<file path="config.mk">
export PLATFORM = sky130hd
export DESIGN_NAME = weight_buffer_writer
export DESIGN_NICKNAME = d
export VERILOG_FILES = /design/src/rtl/weight_buffer_writer.sv
export SDC_FILE = /design/constraint.sdc
export NUM_CORES = 1
export LEC_CHECK = 0
export ABC_AREA = 1
export CAP_MARGIN = 20
export CORE_MARGIN = 10
export CORE_UTILIZATION = 45
export CTS_CLUSTER_DIAMETER = 200
export CTS_CLUSTER_SIZE = 24
export DETAILED_ROUTE_END_ITERATION = 6
export PLACE_DENSITY_LB_ADDON = 0.3
export RECOVER_POWER = 100
export SYNTH_ARGS = -nofsm -noshare
export SYNTH_HDL_FRONTEND = slang
export SYNTH_SLANG_ARGS = --single-unit
</file>
<file path="constraint.sdc">
create_clock -name clk -period 2.7 [get_ports clk]
set_input_delay 0.54 -clock clk [delete_from_list [all_inputs] [get_ports clk]]
set_output_delay 0.54 -clock clk [all_outputs]
set_load 0.01 [all_outputs]
</file>
<file path="src/rtl/weight_buffer_writer.sv">
// rtl/weight_buffer_writer.sv - streams LSTM weight then bias words into their RAMs at sequential addresses
module weight_buffer_writer #(
    parameter int hidden_size    = 1,
    parameter int DATA_WIDTH     = 16,
    parameter int ADDR_WIDTHAD   = ($clog2(hidden_size*hidden_size*4) < 1) ? 1 : $clog2(hidden_size*hidden_size*4),
    parameter int ADDR_WIDTHBIAS = ($clog2(hidden_size*4) < 1) ? 1 : $clog2(hidden_size*4)
) (
    input  logic                      clk,
    input  logic                      rst,
    input  logic                      load_start,
    input  logic [DATA_WIDTH-1:0]     s_data,
    input  logic                      s_valid,
    output logic                      s_ready,
    output logic                      wt_we,
    output logic [ADDR_WIDTHAD-1:0]   wt_addr,
    output logic [DATA_WIDTH-1:0]     wt_wdata,
    output logic                      bias_we,
    output logic [ADDR_WIDTHBIAS-1:0] bias_addr,
    output logic [DATA_WIDTH-1:0]     bias_wdata,
    output logic                      load_busy,
    output logic                      load_done,
    output logic                      weights_valid
);

    localparam int N_W = hidden_size * hidden_size * 4;
    localparam int N_B = hidden_size * 4;
    localparam int CW  = (ADDR_WIDTHAD > ADDR_WIDTHBIAS) ? ADDR_WIDTHAD : ADDR_WIDTHBIAS;
    localparam logic [CW-1:0] LAST_W = CW'(N_W - 1);
    localparam logic [CW-1:0] LAST_B = CW'(N_B - 1);

    typedef enum logic [1:0] {S_IDLE, S_WEIGHT, S_BIAS, S_DONE} state_t;

    state_t                    state_q, state_d;
    logic [CW-1:0]             cnt_q, cnt_d;
    logic                      s_ready_q, s_ready_d;
    logic                      wt_we_q, wt_we_d;
    logic [ADDR_WIDTHAD-1:0]   wt_addr_q, wt_addr_d;
    logic [DATA_WIDTH-1:0]     wt_wdata_q, wt_wdata_d;
    logic                      bias_we_q, bias_we_d;
    logic [ADDR_WIDTHBIAS-1:0] bias_addr_q, bias_addr_d;
    logic [DATA_WIDTH-1:0]     bias_wdata_q, bias_wdata_d;
    logic                      load_done_q, load_done_d;
    logic                      weights_valid_q, weights_valid_d;
    logic                      beat;

    assign beat = s_valid && s_ready_q;

    always_comb begin
        state_d         = state_q;
        cnt_d           = cnt_q;
        wt_we_d         = 1'b0;
        wt_addr_d       = wt_addr_q;
        wt_wdata_d      = wt_wdata_q;
        bias_we_d       = 1'b0;
        bias_addr_d     = bias_addr_q;
        bias_wdata_d    = bias_wdata_q;
        load_done_d     = 1'b0;
        weights_valid_d = weights_valid_q;
        unique case (state_q)
            S_IDLE, S_DONE: begin
                if (load_start) begin
                    state_d         = S_WEIGHT;
                    cnt_d           = '0;
                    weights_valid_d = 1'b0;
                end
            end
            S_WEIGHT: begin
                if (beat) begin
                    wt_we_d    = 1'b1;
                    wt_addr_d  = cnt_q[ADDR_WIDTHAD-1:0];
                    wt_wdata_d = s_data;
                    if (cnt_q == LAST_W) begin
                        state_d = S_BIAS;
                        cnt_d   = '0;
                    end else begin
                        cnt_d = cnt_q + 1'b1;
                    end
                end
            end
            S_BIAS: begin
                if (beat) begin
                    bias_we_d    = 1'b1;
                    bias_addr_d  = cnt_q[ADDR_WIDTHBIAS-1:0];
                    bias_wdata_d = s_data;
                    if (cnt_q == LAST_B) begin
                        state_d         = S_DONE;
                        load_done_d     = 1'b1;
                        weights_valid_d = 1'b1;
                    end else begin
                        cnt_d = cnt_q + 1'b1;
                    end
                end
            end
            default: state_d = S_IDLE;
        endcase
        // Ready tracks the state being entered so it is already high on the first load cycle.
        s_ready_d = (state_d == S_WEIGHT) || (state_d == S_BIAS);
    end

    always_ff @(posedge clk) begin
        if (rst) begin
            state_q         <= S_IDLE;
            cnt_q           <= '0;
            s_ready_q       <= 1'b0;
            wt_we_q         <= 1'b0;
            wt_addr_q       <= '0;
            wt_wdata_q      <= '0;
            bias_we_q       <= 1'b0;
            bias_addr_q     <= '0;
            bias_wdata_q    <= '0;
            load_done_q     <= 1'b0;
            weights_valid_q <= 1'b0;
        end else begin
            state_q         <= state_d;
            cnt_q           <= cnt_d;
            s_ready_q       <= s_ready_d;
            wt_we_q         <= wt_we_d;
            wt_addr_q       <= wt_addr_d;
            wt_wdata_q      <= wt_wdata_d;
            bias_we_q       <= bias_we_d;
            bias_addr_q     <= bias_addr_d;
            bias_wdata_q    <= bias_wdata_d;
            load_done_q     <= load_done_d;
            weights_valid_q <= weights_valid_d;
        end
    end

    assign s_ready       = s_ready_q;
    assign wt_we         = wt_we_q;
    assign wt_addr       = wt_addr_q;
    assign wt_wdata      = wt_wdata_q;
    assign bias_we       = bias_we_q;
    assign bias_addr     = bias_addr_q;
    assign bias_wdata    = bias_wdata_q;
    assign load_busy     = (state_q == S_WEIGHT) || (state_q == S_BIAS);
    assign load_done     = load_done_q;
    assign weights_valid = weights_valid_q;

endmodule
</file>
Yosys cells after proc, flatten, opt, wreduce, memory -nomap -nowiden:

Index checks and enable logic that the tools add are counted.

* add/sub/neg operators: 1
* eq/ne operators: 11
* muxes and demuxes: 18
* reductions and logical operators: 13
* bitwise logic cells: 3

Operators with widths (number)
* $mux 2: 10
* $pmux 2 s3: 2
* $ne 2x2->1 const B: 5
* $eq 2x2->1 const B: 4
* $reduce_and 4->1: 2
* $reduce_or 2->1: 3
* $mux 1: 5
* $eq 2x1->1 const B: 2
* $reduce_and 2->1: 2
* $not 1->1: 3
* $reduce_or 3->1: 1
* $add 2x1->2 const B: 1
* $logic_not 2->1: 1
* $logic_or 1x1->1: 2
* $pmux 1 s2: 1
* $reduce_bool 2->1: 1
* $logic_and 1x1->1: 1

* output and inout bits: 42
* bits of input ports: 20
* logic and storage cells: 57
* register bits after elaboration: 45

Logic depth before layout (Yosys ltp):

* depth in word-level cells: 6
* gate-level depth with buffers: 10
* gate-level depth less buffers: 10

Worst setup path after synthesis:

No wires, ideal clock.

* kind: reg-to-output
* from: reg state_q[0]
* to: out load_busy
* required time: 2.160 ns
* cell stages (with the launch flop): 5
* buffers on the path: 1
* setup slack: 1.247 ns
* arrival: 0.913 ns
* cell sequence: dfxtp_1 inv_1 ha_1 buf_6 inv_1

* cells in the longest elaborated chain, start to end: 2
* elaborated cells on any way between the ends: 3
* those cells by class: eq/ne: 2; reduce/logical: 1

RTL lines
* from (decl): RTL line 33 `state_t state_q, state_d;`
* from (signal assigned): RTL line 114 `state_q <= state_d;`
* $eq 2x1->1 / $eq 2x2->1 (equally long branches): RTL line 135 `assign load_busy = (state_q == S_WEIGHT) || (state_q == S_BIAS);`
* $logic_or 1x1->1 (*): RTL line 135
* to (decl): RTL line 20 `output logic load_busy,`

Mark *: on every way between the ends. The rest lies on a longest branch, timed or not.

Worst setup path after layout:

Ends and elaborated chain as after synthesis.

==> run summary <==
Global routing consumed, over all layers together, 13.8% of the routing resources. The cell at the root of the clock tree is sky130_fd_sc_hd__clkbuf_8. The average routed wire per standard cell came out at 14.3 µm. After synthesis, the cell types taking the most area are sky130_fd_sc_hd__dfxtp_1, sky130_fd_sc_hd__a21oi_1, sky130_fd_sc_hd__nand3_1.

The tools report the critical path startpoint as state_q[0]$_SDFF_PP0_. The type of the worst setup path is reg -> out. Data on the critical path arrives at its endpoint at 1.86 ns.

In the routed layout, each cell is associated on average with a via count of 5.07. The detail route stage leaves a number of antenna-violating nets equal to 0. TritonCTS built the clock tree. The final route contains 1,683 vias.

After routing, the total negative slack on setup checks comes to 0 ns. Setup repair after global routing left no endpoint under its margin. During placement, the flow inserted port buffers numbering 61. In this run the power density over the cells is 532 nW/µm². The number of enable flip-flop cells after synthesis is 0.

Type of the tightest min-delay check: reg -> reg. Maximum number of pins on one net before global-route repair: 25. The share of flip-flops with an asynchronous set or reset came out at 0%. Cell with the largest stage delay on the worst path: sky130_fd_sc_hd__dlygate4sd3_1.

The tools report the number of hold violations in the final report as 0. The run gives 4 as the number of detailed-route iterations in the first pass. A synthesized cell averages 8.31 µm². The utilization of the core after routing is 62.7%.

At the placement stage, the worst setup path has a slack of 0.690 ns. Counting along the longest clock path gives a buffer depth of 2. In the final design database the tool counted 305 nets. Post-CTS timing repair inserted 0 buffers for setup.

The run finished with clean final reports. The net count after synthesis was 249. In this run the critical register-to-register path is launched from state_q[0]$_SDFF_PP0_. The worst pin sits at a relative slew slack of 49.9%. Counting the buffers created by CTS gives 5. After floorplanning, the core was sized to cover 4000 µm². Following the worst setup path forward leads to its endpoint at load_busy.

The tools report the count of pins over their slew limit as 0. The signal on the critical path passes through inv_1, ha_1, inv_1, dlygate4sd3_1. For the clock latency on the worst-skew pair, the log shows 0.30 ns. The dominant cell by count in the synthesized netlist is sky130_fd_sc_hd__nand2_1.

Based on the critical path, the design can be clocked at up to 0.416 GHz. Measured in cells, the most critical reg-to-reg path has a length of 9. The clock net in this run drives a total of 45 sinks. After synthesis, flip-flops and latches occupy 48.2% of the total area.

The number of different library cells in the post-synthesis netlist came out at 24. Detailed placement finished with a half-perimeter wire length of 3400 µm. The final cycle utilization of the critical path is 89.0%, and the initial standard-cell utilization of the core is 46.8%. Of the post-synthesis cell area, the dominant cell type holds 48.2%. The number of cells upsized or downsized after cts was 0; the flop-to-flop setup slack was 0.67 ns.

The most frequent cell on the critical path was sky130_fd_sc_hd__inv_1. The number of buffers inserted by hold repair at cts was 0; the maximum cell stage delay along the critical path was 0.61 ns. Global-route wire length before repair: 8310 µm. Setup violations remaining at the end of the flow were counted as 0. Counting I/O delays and the setup requirement, the final critical path takes 2.40 ns. The analysis attributes to cell leakage a power of 1.04 nW.

The worst vdd rail ir drop came out at 0.000467 V. Of all cell types, the one taking the most synthesized area is sky130_fd_sc_hd__dfxtp_1. The routability-driven placement congestion ratio is 0.887. The repair_antennas step left the layout with diodes totalling 0. For the worst path required time, the log shows 2.16 ns. For the Yosys warning count, the log shows 0. The die covers 7140 µm². The area growth from synthesis to final layout is 34.2%.

The final layout contains routed wiring with a total length of 4750 µm. After floorplanning, the core was divided into 23 placement rows. The flip-flop and latch count after synthesis is 45.

The total overflow left after global routing is 0. The tools report the sort of element at the end of the critical path as a primary output. Clock skew after layout: 0.00436 ns. The floorplan step set the die width to 84.5 µm. Counting instances in the post-synthesis netlist gives the leading cell types as sky130_fd_sc_hd__nand2_1, sky130_fd_sc_hd__dfxtp_1, sky130_fd_sc_hd__a21oi_1.

The share of cells above drive strength 1 was 5.32%. Setup slack closes at 0.296 ns. Pin placement for this block handled 62 I/O pins. The actual slew at the worst max-slew pin was 0.752 ns; the minimum hold slack was 0.459 ns.

The clock-pin slew on the worst setup and hold paths is 0.08 ns, and the number of design rule violations left after detail routing is 0. The tools report the number of cells produced by synthesis as 225. The startpoint identified for the worst hold timing path is bias_wdata[0]$_SDFFE_PP0N_.

The maximum fanout along the worst path was 8. The tools report the startpoint class of the critical path as a register. The via count of the first global-routing pass came out at 1,684. Leaving out filler cells and counting taps, the final layout contains 332. After the first detailed-routing iteration, the DRC count stood at 115. The worst register-to-register path ends at cnt_q[1]$_SDFFE_PP0P_. The die is 84.5 µm tall. The instance count after placement with tap cells included was 324; the max-cap check violation count was 0. The post-synthesis cell area came out at 1870 µm². The run gives 0 as the initial antenna violation count. The H-tree was split into 2 levels.

The dominant synthesized flop cell is sky130_fd_sc_hd__dfxtp_1.
[metal layers]
metal	GRT usage (%)	part of all wire, %
met5	0	0
met4	5.09	1.3
met1	17.1	42
met2	19.9	45
met3	6.96	11
[cell usage in the layout (no fill, tap or decap)]
cell type	n
sky130_fd_sc_hd__dfxtp_1	45
sky130_fd_sc_hd__ha_1	4
sky130_fd_sc_hd__and2_1	1
sky130_fd_sc_hd__inv_1	9
sky130_fd_sc_hd__clkdlybuf4s50_1	19
sky130_fd_sc_hd__dlygate4sd3_1	42
sky130_fd_sc_hd__nand2_2	1
sky130_fd_sc_hd__inv_4	1
sky130_fd_sc_hd__bufinv_16	1
sky130_fd_sc_hd__o21a_1	2
sky130_fd_sc_hd__clkbuf_8	6
sky130_fd_sc_hd__nand2_4	1
sky130_fd_sc_hd__o21ai_0	4
sky130_fd_sc_hd__nand2_1	50
sky130_fd_sc_hd__buf_4	4
sky130_fd_sc_hd__nor2_1	8
sky130_fd_sc_hd__nand3_1	39
sky130_fd_sc_hd__nor3b_2	1
sky130_fd_sc_hd__a21oi_1	41
sky130_fd_sc_hd__clkbuf_1	2
sky130_fd_sc_hd__a31oi_1	1
[worst min path at each step]
stage / endpoint / slack, ns / depth (start not counted)
final: bias_wdata[0]$_SDFFE_PP0N_ / 0.46 / 2
after global routing: bias_wdata[1]$_SDFFE_PP0N_ / 0.48 / 2
after CTS: bias_wdata[7]$_SDFFE_PP0N_ / 0.47 / 2
after detailed placement: bias_wdata[7]$_SDFFE_PP0N_ / 0.45 / 2
after global placement: wt_wdata[11]$_SDFFE_PP0P_ / 0.45 / 2
after floorplan: cnt_q[1]$_SDFFE_PP0P_ / 0.47 / 2
[where the power goes]
| part | total, mW | internal (mW) | switching, mW |
|---|---|---|---|
| clock network | 0.520 | 0.302 | 0.219 |
| registers | 0.680 | 0.673 | 0.00733 |
| logic | 0.135 | 0.0593 | 0.0753 |
[layout make-up]
class                   count  area, µm²
clock buffers               7       86.3
clock inverters             1       30.0
fillers                   366       1490
inverters                  10       40.0
multi-input cells         153        746
flip-flops and latches     45        901
well taps                  50       62.6
repair buffers             66        644
[state kept, by name, indices dropped and copies added (netlist names)]
signal / flops
bias_addr: 2
bias_wdata: 16
bias_we: 1
cnt_q: 2
load_done: 1
s_ready: 1
state_q: 2
weights_valid: 1
wt_addr: 2
wt_wdata: 16
wt_we: 1
[per-stage QoR]
step	total power [mW]	instance area (µm²)
after floorplan	0.792	1870
after global placement	0.836	2410
after detailed placement	0.837	2410
after CTS	1.35	2520
after global routing	1.40	2510
final	1.34	2510
[worst max-delay path: cells and delay by family (launching register included)]
family	cells	cell delay [ns]
buffers and inverters	3	0.78
DFF	1	0.36
adders and majority gates	1	0.42
[cell families (layout without fill, tap and decap cells)]
| group | after synthesis | in the layout | synth area share [%] |
|---|---|---|---|
| AND/OR/NAND/NOR | 101 | 101 | 24.3 |
| flip-flops | 45 | 45 | 48.2 |
| AO/OA/AOI/OAI | 48 | 48 | 13.4 |
| buffers and inverters | 27 | 84 | 11.5 |
| adder cells (fa/ha/maj) | 4 | 4 | 2.68 |
Note: power is estimated with default switching activity, not from simulation.
